### src/rtl/tamagotchi_pkg.sv
// Shared pet-state codes, per-state animation lengths and frame geometry.
// MORTO_HOLD_EN: when defined, the MORTO animation stops on its last frame instead of looping.
package tamagotchi_pkg;

    localparam int unsigned FRAME_BYTES = 1024;
    localparam int unsigned ADDR_W      = 10;

    typedef enum logic [3:0] {
        EST_IDLE       = 4'b0000,
        EST_DORMINDO   = 4'b0001,
        EST_COMENDO    = 4'b0010,
        EST_DANDO_AULA = 4'b0100,
        EST_MORTO      = 4'b1000
    } estado_e;

    typedef enum logic [1:0] {
        S_START,
        S_FETCH,
        S_SEND,
        S_GAP
    } fase_e;

    function automatic logic [3:0] n_quadros(input logic [3:0] e);
        case (e)
            EST_DORMINDO:   return 4'd4;
            EST_COMENDO:    return 4'd5;
            EST_DANDO_AULA: return 4'd7;
            EST_MORTO:      return 4'd8;
            default:        return 4'd6;
        endcase
    endfunction

    // Multi-hot codes are invalid requests and fall back to IDLE.
    function automatic logic [3:0] sanitiza(input logic [3:0] e);
        return $onehot0(e) ? e : EST_IDLE;
    endfunction

    function automatic logic [2:0] proximo_quadro(input logic [3:0] e, input logic [2:0] i);
`ifdef MORTO_HOLD_EN
        if (e == EST_MORTO && i == 3'd7) return i;
`endif
        if ({1'b0, i} >= n_quadros(e) - 4'd1) return '0;
        return i + 3'd1;
    endfunction

endpackage

### src/rtl/sequenciador_quadros_if.sv
// Byte stream from the frame sequencer towards the display transmitter.
interface sequenciador_quadros_if;
    import tamagotchi_pkg::*;

    logic              tx_ready;
    logic              tx_valid;
    logic [ADDR_W-1:0] byte_counter;

    modport master (output tx_valid, output byte_counter, input tx_ready);
    modport slave  (input tx_valid, input byte_counter, output tx_ready);
endinterface

### src/rtl/divisor_animacao.sv
// Free-running animation tick: one-cycle pulse every ANIM_DIV clock cycles.
module divisor_animacao #(
    parameter int unsigned ANIM_DIV = 16777216
) (
    input  logic clk,
    input  logic rst,
    output logic tick
);
    localparam int unsigned W = (ANIM_DIV > 1) ? $clog2(ANIM_DIV) : 1;

    logic [W-1:0] cnt_q, cnt_d;

    assign tick = (cnt_q == W'(ANIM_DIV - 1));

    always_comb begin
        cnt_d = tick ? '0 : cnt_q + 1'b1;
    end

    always_ff @(posedge clk or posedge rst) begin
        if (rst) cnt_q <= '0;
        else     cnt_q <= cnt_d;
    end
endmodule

### src/rtl/sequenciador_quadros.sv
// OLED frame sequencer: walks the image controller through one frame per animation tick.
module sequenciador_quadros
    import tamagotchi_pkg::*;
#(
    parameter int unsigned FRAME_BYTES = tamagotchi_pkg::FRAME_BYTES,
    parameter int unsigned ANIM_DIV    = 16777216
) (
    input  logic                   clk,
    input  logic                   rst,
    input  logic [3:0]             estado,
    sequenciador_quadros_if.master disp,
    output logic [3:0]             estado_quadro,
    output logic [2:0]             frame_index,
    output logic                   frame_start,
    output logic                   frame_done
);
    localparam logic [ADDR_W-1:0] LAST = ADDR_W'(FRAME_BYTES - 1);

    fase_e             fase_q, fase_d;
    logic [ADDR_W-1:0] cnt_q, cnt_d;
    logic [3:0]        eq_q, eq_d;
    logic [2:0]        idx_q, idx_d;
    logic              pend_q, pend_d;
    logic              fstart_q, fstart_d;
    logic              tick;
    logic [3:0]        est_san;

    divisor_animacao #(.ANIM_DIV(ANIM_DIV)) u_div (
        .clk  (clk),
        .rst  (rst),
        .tick (tick)
    );

    assign est_san           = sanitiza(estado);
    assign disp.tx_valid     = (fase_q == S_SEND);
    assign disp.byte_counter = cnt_q;
    assign frame_done        = (fase_q == S_SEND) && disp.tx_ready && (cnt_q == LAST);
    assign frame_start       = fstart_q;
    assign estado_quadro     = eq_q;
    assign frame_index       = idx_q;

    always_comb begin
        fase_d   = fase_q;
        cnt_d    = cnt_q;
        eq_d     = eq_q;
        idx_d    = idx_q;
        pend_d   = pend_q | tick;
        fstart_d = 1'b0;
        unique case (fase_q)
            S_START: begin
                eq_d     = est_san;
                cnt_d    = '0;
                fstart_d = 1'b1;
                fase_d   = S_FETCH;
                // Clear the old request but keep a tick landing right now for the next frame.
                pend_d   = tick;
                if (est_san != eq_q) idx_d = '0;
                else if (pend_q)     idx_d = proximo_quadro(eq_q, idx_q);
            end
            S_FETCH: fase_d = S_SEND;
            S_SEND: begin
                if (disp.tx_ready) begin
                    if (cnt_q == LAST) begin
                        fase_d = S_GAP;
                    end else begin
                        cnt_d  = cnt_q + 1'b1;
                        fase_d = S_FETCH;
                    end
                end
            end
            S_GAP:   if (pend_q || tick) fase_d = S_START;
            default: fase_d = S_START;
        endcase
    end

    always_ff @(posedge clk or posedge rst) begin
        if (rst) begin
            fase_q   <= S_START;
            cnt_q    <= '0;
            eq_q     <= '0;
            idx_q    <= '0;
            pend_q   <= 1'b0;
            fstart_q <= 1'b0;
        end else begin
            fase_q   <= fase_d;
            cnt_q    <= cnt_d;
            eq_q     <= eq_d;
            idx_q    <= idx_d;
            pend_q   <= pend_d;
            fstart_q <= fstart_d;
        end
    end
endmodule

### src/flat_wrapper.sv
// flat-port wrapper written by rule: the top's interface ports become plain ports
module sequenciador_quadros_flat import tamagotchi_pkg::*;
#(
    parameter int unsigned FRAME_BYTES = tamagotchi_pkg::FRAME_BYTES,
    parameter int unsigned ANIM_DIV    = 16777216
)
  (clk, rst, estado, estado_quadro, frame_index, frame_start, frame_done, disp_tx_valid, disp_byte_counter, disp_tx_ready);
  sequenciador_quadros_if disp_i ();
  input  logic clk;
  input  logic rst;
  input  logic [3:0] estado;
  output logic [3:0] estado_quadro;
  output logic [2:0] frame_index;
  output logic frame_start;
  output logic frame_done;
  output wire logic [$bits(disp_i.tx_valid)-1:0] disp_tx_valid;
  output wire logic [$bits(disp_i.byte_counter)-1:0] disp_byte_counter;
  input wire logic [$bits(disp_i.tx_ready)-1:0] disp_tx_ready;
  assign disp_tx_valid = disp_i.tx_valid;
  assign disp_byte_counter = disp_i.byte_counter;
  assign disp_i.tx_ready = disp_tx_ready;
  sequenciador_quadros #(.FRAME_BYTES(FRAME_BYTES), .ANIM_DIV(ANIM_DIV)) u_core (.clk(clk), .rst(rst), .estado(estado), .disp(disp_i), .estado_quadro(estado_quadro), .frame_index(frame_index), .frame_start(frame_start), .frame_done(frame_done));
endmodule
### config.mk
export PLATFORM = sky130hd
export DESIGN_NAME = sequenciador_quadros_flat
export DESIGN_NICKNAME = d
export VERILOG_FILES = /design/src/rtl/tamagotchi_pkg.sv /design/src/rtl/sequenciador_quadros_if.sv /design/src/rtl/divisor_animacao.sv /design/src/rtl/sequenciador_quadros.sv /design/src/flat_wrapper.sv
export SDC_FILE = /design/constraint.sdc
export NUM_CORES = 1
export LEC_CHECK = 0
export CORE_MARGIN = 8
export CORE_UTILIZATION = 46
export CTS_CLUSTER_DIAMETER = 50
export DETAILED_ROUTE_END_ITERATION = 7
export PLACE_DENSITY = 0.7
export SYNTH_ARGS = -nofsm -noshare
export SYNTH_HDL_FRONTEND = slang
export SYNTH_SLANG_ARGS = --single-unit
### constraint.sdc
create_clock -name clk -period 2 [get_ports clk]
set_input_delay 0.3 -clock clk [delete_from_list [all_inputs] [get_ports clk]]
set_output_delay 0.3 -clock clk [all_outputs]
set_load 0.01 [all_outputs]
==> results.txt, run 1 <==
status -> finished with violations
failing checks -> setup timing
Tcrit/Tclk final -> 109.2%
DP Area -> 2937 sq um
prevailing post-synth register cell -> dfrtp_1
Tmin final -> 2.185 ns
Setup crit start -> u_core.estado_quadro[1]
Yosys top cell area share -> 46.11%
io pins -> 27
die area -> 7897 sq um
Inserted Clock Buffers -> 5
Die X -> 88.87 um
final hold vios -> 0
DR vias/cell -> 5.333
post-synthesis cell area -> 2442 sq um
setup-violating endpoint count in the final report -> 3
hold-fix buffers at CTS -> 0
fmax -> 0.4577 GHz
Reg2Reg Launch Point -> u_core.estado_quadro[1]
chip height -> 88.87 um
Tot GR Track Use -> 13.69%
VDD IR max -> 0.4971 mV
slew margin rel. -> 68.20%
maximum clock path buffer count -> 2
RePlAce Congestion -> 0.8501
initial antenna violation count -> 0
Layout Utilization -> 61.12%
average size of a mapped cell -> 10.18 sq um
drt first-iter violations -> 62
largest cells by area after synthesis -> dfrtp_1 (46%), xnor2_1 (7.2%), ha_1 (5.1%)
Post-Route WL -> 5.128 mm
Setup TNS Final -> -0.4346 ns
largest net degree at the start of global routing -> 46
area delta synth->final -> 27.82%
Setup WS pre-CTS -> -0.8525 ns
crit start category -> register
min-delay worst type -> input port to asynchronous set/reset pin
gr ovfl total -> 0
count of pins over their slew limit -> 0
CTS root buf -> clkbuf_8
core box area -> 5107 sq um
Rows -> 26
Sink Count -> 45
placed cells -> 347
filler instances -> 444
clk_skew -> 0.003005 ns
Cell Count, Final, Fillers Out -> 357
Clk Latency, worst-skew pair -> 0.29 ns
routed length per instance -> 14.36 um
drt drc -> 0
Overall Power -> 3.307 mW
fin worst setup slack -> -0.1849 ns
asr flop ratio synth -> 100.0%
Critical Path RT -> 2.21 ns
actual slew at the worst max-slew pin -> 0.4704 ns
warnings from Yosys -> 0
antenna-violating nets left -> 0
hpwl dp -> 3.662 mm
htree depth -> 2
RSZ-0062 raised after global routing -> yes
Post-synth EDFFs -> 0
most common cell in the synthesized netlist -> dfrtp_1
share of the yosys chip area belonging to registers -> 46.11%
clock slew at reported path FFs -> 0.08 ns
Worst Path Max Fanout -> 4
initial core utilization -> 47.82%
Synthesized Nets -> 258
DR vias -> 1904
first-pass GRT wire length -> 8.459 mm
CP Data Arrival Time -> 2.40 ns
Max-Cap Viols -> 0
drt pass-1 iters -> 4
CTS tree -> yes
critical path type -> register to register
Yosys cell types -> 49
number of global-route vias before repair -> 1877
Lkg Pwr -> 1.349 nW
Design Area, Final -> 3122 sq um
Setup crit end kind -> register
Antenna Diode Count -> 0
PwrDens -> 1059 nW/um^2
cells after synthesis -> 240
Synth area leader -> dfrtp_1
port bufs -> 26
layout cell share with drive strength beyond 1 -> 21.95%
nets@finish -> 304
Min Hold Slack -> 0.3419 ns
Seq cells post-synth -> 45
Commonest cells post-synth -> dfrtp_1 (45), nor2_1 (30), xnor2_1 (20)
-- area by class of cell --
class | instances | area (sq um) | share of cell area, %
clock buffers | 8 | 80.08 | 2.565
inverters | 9 | 33.78 | 1.082
multi-input cells | 175 | 1348 | 43.17
flip-flops and latches | 45 | 1127 | 36.11
well taps | 70 | 87.58 | 2.806
repair buffers | 50 | 445.4 | 14.27
-- final timing paths --
path / cells past startpoint / endpoint / slack, ns
setup / recovery: 10 / u_core.frame_index[1] / -0.18
hold / removal: 3 / u_core.u_div.cnt_q[15] / 0.34
setup reg to reg: 10 / u_core.frame_index[1] / -0.18
hold reg to reg: 1 / u_core.u_div.cnt_q[14] / 0.46
max in group asynchronous: 3 / u_core.estado_quadro[1] / 1.42
min in group clk: 3 / u_core.estado_quadro[3] / 0.39
-- power breakdown --
part | switching (mW) | internal (mW)
logic | 0.692 | 0.872
registers | 0.157 | 1.05
clock network | 0.283 | 0.248
total | 1.13 | 2.17
-- critical path, stage by stage, from the launching register on --
cell	delay (ns)
dfrtp_2	0.46
buf_4	0.16
nor2_1	0.16
a21oi_1	0.10
nor2_2	0.17
ha_4	0.23
ha_4	0.21
a21o_1	0.19
a21oi_2	0.15
nand4_1	0.13
o22ai_1	0.15
-- timing repair --
action / in CTS / in global routing
pin swaps: 11 / 10
setup buffers: 2 / 0
gates resized for setup: 25 / 7
endpoints found under the setup margin: 8 / 3
-- cell families after synthesis --
logic type	after synthesis	synth area share (%)
AO/OA/AOI/OAI	34	10.45
XOR/XNOR	31	11.12
adder cells (fa/ha/maj)	11	5.943
buffers and inverters	20	4.047
flip-flops	45	46.11
multiplexers	2	0.8709
AND/OR/NAND/NOR	97	21.47
-- cell usage in the layout (no fill, tap or decap), types with 2 or more instances in the layout --
| cell | synthesis | layout |
|---|---|---|
| nand4_1 | 8 | 8 |
| clkbuf_1 | 4 | 3 |
| buf_6 | 2 | 2 |
| clkbuf_2 | 0 | 3 |
| nor2b_1 | 4 | 4 |
| a21oi_1 | 6 | 4 |
| a21oi_2 | 1 | 3 |
| ha_1 | 10 | 4 |
| a31oi_1 | 2 | 2 |
| clkdlybuf4s50_1 | 0 | 21 |
| a31o_2 | 2 | 2 |
| o21ai_0 | 5 | 2 |
| clkbuf_8 | 0 | 5 |
| xnor2_1 | 20 | 18 |
| o21ai_1 | 0 | 2 |
| nor2_2 | 0 | 2 |
| nand3_1 | 11 | 11 |
| dfrtp_1 | 45 | 44 |
| and4_1 | 3 | 3 |
| nand2_1 | 15 | 15 |
| buf_4 | 1 | 21 |
| xor2_1 | 11 | 11 |
| and3_1 | 7 | 7 |
| and4_4 | 3 | 3 |
| a22oi_1 | 2 | 2 |
| nor2_1 | 30 | 28 |
| a22o_1 | 4 | 4 |
| inv_1 | 8 | 7 |
| nand4b_1 | 2 | 2 |
| a211oi_1 | 3 | 3 |
| a21o_1 | 2 | 2 |
| ha_4 | 0 | 6 |
| xnor2_2 | 0 | 2 |
-- sequential cells by signal, indices dropped and copies added (netlist names) --
name                      count
u_core.frame_index            3
u_core.u_div.cnt_q           24
u_core.pend_q                 1
u_core.fase_q                 2
u_core.estado_quadro          4
u_core.disp.byte_counter     10
u_core.frame_start            1
-- metal layers --
metal / up-vias / track usage (%) / wire length (um)
met5: - / 0 / 0
met4: 0 / 4.608 / 71
met3: 7 / 3.157 / 281
met2: 38 / 23.58 / 2537
met1: 928 / 16.24 / 2238
li1: 931 / - / -
Power figures use the tool's default switching activity.
==> inputs of run 2 (changes only) <==
- CELL_PAD_IN_SITES_DETAIL_PLACEMENT: unset -> 0
- CELL_PAD_IN_SITES_GLOBAL_PLACEMENT: unset -> 1
- CORE_UTILIZATION: 46 -> 40
- PLACE_DENSITY: 0.7 -> unset
- PLACE_DENSITY_LB_ADDON: unset -> 0.1
==> results.txt, run 2 (same netlist as run 1, synthesis figures left out) <==
count of pins over their slew limit -> 0 (unchanged)
slew margin rel. -> 59.72% (-8.5 points)
drt pass-1 iters -> 4 (unchanged)
DR vias -> 1876 (-1.5%)
RePlAce Congestion -> 0.8381 (-1.4%)
Critical Path RT -> 2.23 ns (+0.02 ns)
Tot GR Track Use -> 12.93% (-0.77 points)
path depth of the worst reg2reg path -> 8 (-2)
core box area -> 5921 sq um (+16%)
fin worst setup slack -> -0.1657 ns (+0.01928 ns)
failing checks -> setup timing
CTS tree -> yes
area delta synth->final -> 27.46%
FF-to-FF End -> u_core.frame_index[0]
Worst Path Max Fanout -> 6 (+2)
nets@finish -> 310 (+2.0%)
DP Area -> 2988 sq um (+1.7%)
worst reg2reg setup slack -> -0.17 ns (+0.02 ns)
Max-Cap Viols -> 0 (unchanged)
Tcrit/Tclk final -> 108.3% (-0.96 points)
fmax -> 0.4618 GHz (+0.89%)
number of global-route vias before repair -> 1906 (+1.5%)
clk_skew -> 0.005741 ns (+0.002735 ns)
setup-violating endpoint count in the final report -> 3 (unchanged)
CTS root buf -> clkbuf_8
chip height -> 94.14 um (+5.9%)
Post-Route WL -> 5.265 mm (+2.7%)
Inserted Clock Buffers -> 5 (unchanged)
hold-fix buffers at CTS -> 0 (unchanged)
actual slew at the worst max-slew pin -> 0.6004 ns (+0.1301 ns)
drt drc -> 0 (unchanged)
final hold vios -> 0 (unchanged)
filler instances -> 563 (+27%)
Cell Count, Final, Fillers Out -> 368 (+3.1%)
Lkg Pwr -> 1.381 nW (+2.3%)
critical path type -> register to register
VDD IR max -> 0.5478 mV (+10%)
placed cells -> 358 (+3.2%)
CP Data Arrival Time -> 2.39 ns (about the same)
number of flip-flops in the largest register -> 24 (unchanged)
io pins -> 27 (unchanged)
CP bufs+invs -> 0 (-1)
initial core utilization -> 41.25% (-6.6 points)
largest reg by FF count -> u_core.u_div.cnt_q
commonest non-fill, non-tap cells in the layout -> dfrtp_1 (44), buf_4 (29), nor2_1 (28), clkdlybuf4s50_1 (21), xnor2_1 (20)
layout cell share with drive strength beyond 1 -> 21.84% (-0.11 points)
largest net degree at the start of global routing -> 23 (-50%)
Reg2Reg Launch Point -> u_core.estado_quadro[1]
Setup crit end kind -> register
Setup WS pre-CTS -> -0.8530 ns (-0.0004600 ns)
critical path's top delay family -> adder cells
Design Area, Final -> 3113 sq um (-0.28%)
min-delay worst type -> input port to asynchronous set/reset pin
Clk Latency, worst-skew pair -> 0.30 ns (about the same)
cells along the critical path -> xnor2_1 -> or3_1 -> ha_1 -> ha_1 -> a21o_1 -> a21oi_2 -> nand4_1 -> mux2i_1
Min Hold Slack -> 0.2998 ns (-0.04219 ns)
maximum clock path buffer count -> 2 (unchanged)
first-pass GRT wire length -> 9.204 mm (+8.8%)
drt first-iter violations -> 88 (+42%)
gr ovfl total -> 0 (unchanged)
leading cell type in the layout, fill and taps excluded -> dfrtp_1
Worst path max stage delay -> 0.47 ns (about the same)
die area -> 8862 sq um (+12%)
PwrDens -> 1039 nW/um^2 (-2.0%)
port bufs -> 26 (unchanged)
cell with the largest stage delay on the worst path -> dfrtp_2
Antenna Diode Count -> 0 (unchanged)
clock slew at reported path FFs -> 0.08 ns (about the same)
routed length per instance -> 14.31 um (-0.40%)
DR vias/cell -> 5.098 (-4.4%)
Tmin final -> 2.166 ns (-0.01928 ns)
CP most frequent cell -> ha_1
initial antenna violation count -> 0 (unchanged)
hpwl dp -> 3.912 mm (+6.8%)
Sink Count -> 45 (unchanged)
Die X -> 94.14 um (+5.9%)
status -> finished with violations
RSZ-0062 raised after global routing -> yes
antenna-violating nets left -> 0 (unchanged)
crit start category -> register
Rows -> 28 (+7.7%)
htree depth -> 2 (unchanged)
Overall Power -> 3.233 mW (-2.2%)
run 2: what timing repair did:
item | CTS | global route
setup buffers | 1 | 1
pin swaps | 7 | 7
endpoints found under the hold margin | 0 | 0
cloned | 0 | 0
gates resized for setup | 12 | 10
setup endpoints to repair | 8 | 3
run 2: layout make-up:
cell class / count / area (sq um) / share of cell area [%]
Tap cell: 75 / 93.84 / 3.014
Inverter: 9 / 33.78 / 1.085
Multi-Input combinational cell: 175 / 1280 / 41.12
Clock buffer: 7 / 96.34 / 3.095
Clock inverter: 1 / 5.005 / 0.1608
Timing Repair Buffer: 56 / 476.7 / 15.31
Sequential cell: 45 / 1127 / 36.21
run 2: worst max path at each step:
stage	depth (start not counted)	slack, ns	end	from
after floorplan	9	-0.13	u_core.frame_index[0]	u_core.estado_quadro[2]
after global placement	9	-0.78	u_core.frame_index[1]	estado[2]
after detailed placement	9	-0.85	u_core.frame_index[0]	estado[2]
after CTS	8	-0.21	u_core.frame_index[0]	u_core.estado_quadro[1]
after global routing	8	-0.30	u_core.frame_index[0]	u_core.estado_quadro[1]
final	8	-0.17	u_core.frame_index[0]	u_core.estado_quadro[1]
run 2: layer usage:
layer  global-route usage, %  wire length [um]
met1                   16.38              2458
met2                   20.80              2505
met3                   2.318               190
met4                   5.945               111
met5                       0                 0
run 2: report_power, final:
part	internal [mW]	switching, mW
Sequential	1.05	0.146
Clock	0.313	0.307
Combinational	0.791	0.623
Total	2.16	1.08
run 2: worst register-to-register path: stages (launching register included):
cell     delay (ns)
dfrtp_2        0.47
xnor2_1        0.14
or3_1          0.33
ha_1           0.30
ha_1           0.27
a21o_1         0.16
a21oi_2        0.14
nand4_1        0.12
mux2i_1        0.16
run 2: stage by stage:
step / util [%] / setup TNS (ns)
2_1_floorplan: - / -0.3498
3_3_place_gp: 50.46 / -3.927
3_5_place_dp: 50.46 / -4.191
4_1_cts: 52.51 / -0.5516
5_1_grt: 52.58 / -0.7772
6_report: 52.58 / -0.4475
==> inputs of run 3 (changes only) <==
- PLACE_DENSITY: unset -> 0.76
- PLACE_DENSITY_LB_ADDON: 0.1 -> unset
==> results.txt, run 3 (same netlist as run 1, synthesis figures left out) <==
status -> finished with violations
drt drc -> 0 (unchanged)
Critical Path RT -> 2.22 ns (about the same)
RSZ-0062 raised after global routing -> yes
Antenna Diode Count -> 0 (unchanged)
fin worst setup slack -> -0.1229 ns (+0.04278 ns)
Sink Count -> 45 (unchanged)
actual slew at the worst max-slew pin -> 0.3693 ns (-0.2311 ns)
Cell Count, Final, Fillers Out -> 366 (-0.54%)
Worst path max stage delay -> 0.50 ns (+0.03 ns)
CP Data Arrival Time -> 2.34 ns (-0.05 ns)
Lkg Pwr -> 1.384 nW (+0.25%)
Overall Power -> 3.452 mW (+6.8%)
slew margin rel. -> 75.38% (+16 points)
die area -> 8862 sq um (unchanged)
count of pins over their slew limit -> 0 (unchanged)
Worst Path Max Fanout -> 3 (-3)
Register Area -> 1127 sq um (unchanged)
first-pass GRT wire length -> 9.308 mm (+1.1%)
path depth of the worst reg2reg path -> 8 (unchanged)
CP most frequent cell -> ha_4
initial antenna violation count -> 0 (unchanged)
critical path's top delay family -> adder cells
min-delay worst type -> input port to asynchronous set/reset pin
gr ovfl total -> 0 (unchanged)
largest net degree at the start of global routing -> 46 (+100%)
final hold vios -> 0 (unchanged)
DR vias -> 1899 (+1.2%)
Clk Latency, worst-skew pair -> 0.30 ns (about the same)
number of flip-flops in the largest register -> 24 (unchanged)
largest reg by FF count -> u_core.u_div.cnt_q
CTS tree -> yes
Layout Utilization -> 53.63% (+1.1 points)
cells along the critical path -> buf_2 -> ha_4 -> ha_4 -> fa_1 -> nor4bb_1 -> a22oi_1 -> a32oi_2 -> nand4_1 -> mux2i_1
cell with the largest stage delay on the worst path -> fa_1
antenna-violating nets left -> 0 (unchanged)
Inserted Clock Buffers -> 5 (unchanged)
chip height -> 94.14 um (unchanged)
Die X -> 94.14 um (unchanged)
initial core utilization -> 41.25% (unchanged)
core box area -> 5921 sq um (unchanged)
DR vias/cell -> 5.189 (+1.8%)
CTS root buf -> clkbuf_8
nets@finish -> 308 (-0.65%)
VDD IR max -> 0.6460 mV (+18%)
Min Hold Slack -> 0.3437 ns (+0.04391 ns)
fmax -> 0.4711 GHz (+2.0%)
area delta synth->final -> 30.02%
Tcrit/Tclk final -> 106.1% (-2.1 points)
routed length per instance -> 14.62 um (+2.2%)
drt first-iter violations -> 60 (-32%)
DP Area -> 2958 sq um (-1.0%)
clk_skew -> 0.01286 ns (+0.007119 ns)
cell depth of the worst setup path -> 9 (+1)
commonest non-fill, non-tap cells in the layout -> dfrtp_1 (44), nor2_1 (27), buf_4 (26), clkdlybuf4s50_1 (21), xnor2_1 (20)
Tmin final -> 2.123 ns (-0.04278 ns)
hpwl dp -> 3.732 mm (-4.6%)
clock slew at reported path FFs -> 0.08 ns (about the same)
Post-Route WL -> 5.352 mm (+1.7%)
Tot GR Track Use -> 12.71% (-0.22 points)
RePlAce Congestion -> 0.7453 (-11%)
Design Area, Final -> 3176 sq um (+2.0%)
filler instances -> 532 (-5.5%)
io pins -> 27 (unchanged)
drt pass-1 iters -> 5 (+1)
PwrDens -> 1087 nW/um^2 (+4.7%)
port bufs -> 26 (unchanged)
failing checks -> setup timing
maximum clock path buffer count -> 2 (unchanged)
leading cell type in the layout, fill and taps excluded -> dfrtp_1
critical path type -> input port to register
crit start category -> input port
placed cells -> 354 (-1.1%)
Max-Cap Viols -> 0 (unchanged)
layout cell share with drive strength beyond 1 -> 23.71% (+1.9 points)
setup-violating endpoint count in the final report -> 3 (unchanged)
Multi-input gate area -> 1348 sq um (+5.3%)
number of global-route vias before repair -> 1973 (+3.5%)
htree depth -> 2 (unchanged)
Rows -> 28 (unchanged)
Setup crit end kind -> register
CP bufs+invs -> 1 (+1)
[run 3: area by class of cell]
type / instances / share of cell area, %
clock inverter: 1 / 0.1576
timing repair buffer: 54 / 14.85
multi-input combinational: 175 / 42.43
sequential: 45 / 35.50
clock buffer: 7 / 3.034
inverter: 9 / 1.064
tap: 75 / 2.955
[run 3: metrics by stage]
| step | TNS, ns | worst slack, ns |
|---|---|---|
| floorplan | -0.3498 | -0.1322 |
| global placement | -3.834 | -0.7775 |
| detailed placement | -4.033 | -0.8235 |
| CTS | -0.3305 | -0.1362 |
| global route | -0.6223 | -0.2428 |
| finish | -0.3241 | -0.1229 |
[run 3: power breakdown]
part | internal [mW] | switching (mW)
Combinational | 0.920 | 0.715
Clock | 0.313 | 0.307
Sequential | 1.05 | 0.144
Total | 2.29 | 1.17
[run 3: path summary, 6_finish.rpt]
kind                            slack (ns)                       to               startpoint
max in group asynchronous             1.42   u_core.u_div.cnt_q[10]                      rst
min in group clk                      0.39  u_core.estado_quadro[3]                estado[3]
worst min register to register        0.48   u_core.u_div.cnt_q[10]   u_core.u_div.cnt_q[10]
worst max register to register       -0.11    u_core.frame_index[0]  u_core.estado_quadro[1]
worst max-delay path                 -0.12    u_core.frame_index[0]                estado[1]
worst min-delay path                  0.34   u_core.u_div.cnt_q[17]                      rst
[run 3: routing by layer]
metal  share of wire [%]  track usage [%]  vias up
met2                  49            21.26       27
li1                    -                -      934
met4                0.60            2.774        0
met3                 3.9            2.718        5
met1                  47            16.28      933
met5                   0                0        -
[run 3: worst register-to-register path: stages, from the launching register on]
cell	delay [ns]
dfrtp_2	0.46
xnor2_1	0.14
or3_4	0.37
ha_4	0.29
ha_4	0.19
a21o_1	0.18
a21oi_2	0.14
nand4_1	0.12
mux2i_1	0.16
[run 3: repair_timing]
action	4_1_cts	5_1_grt
gates resized for setup	27	10
buffers inserted	2	2
endpoints found under the setup margin	8	4
hold buffers	0	0
endpoints found under the hold margin	0	0
pin swaps	9	10
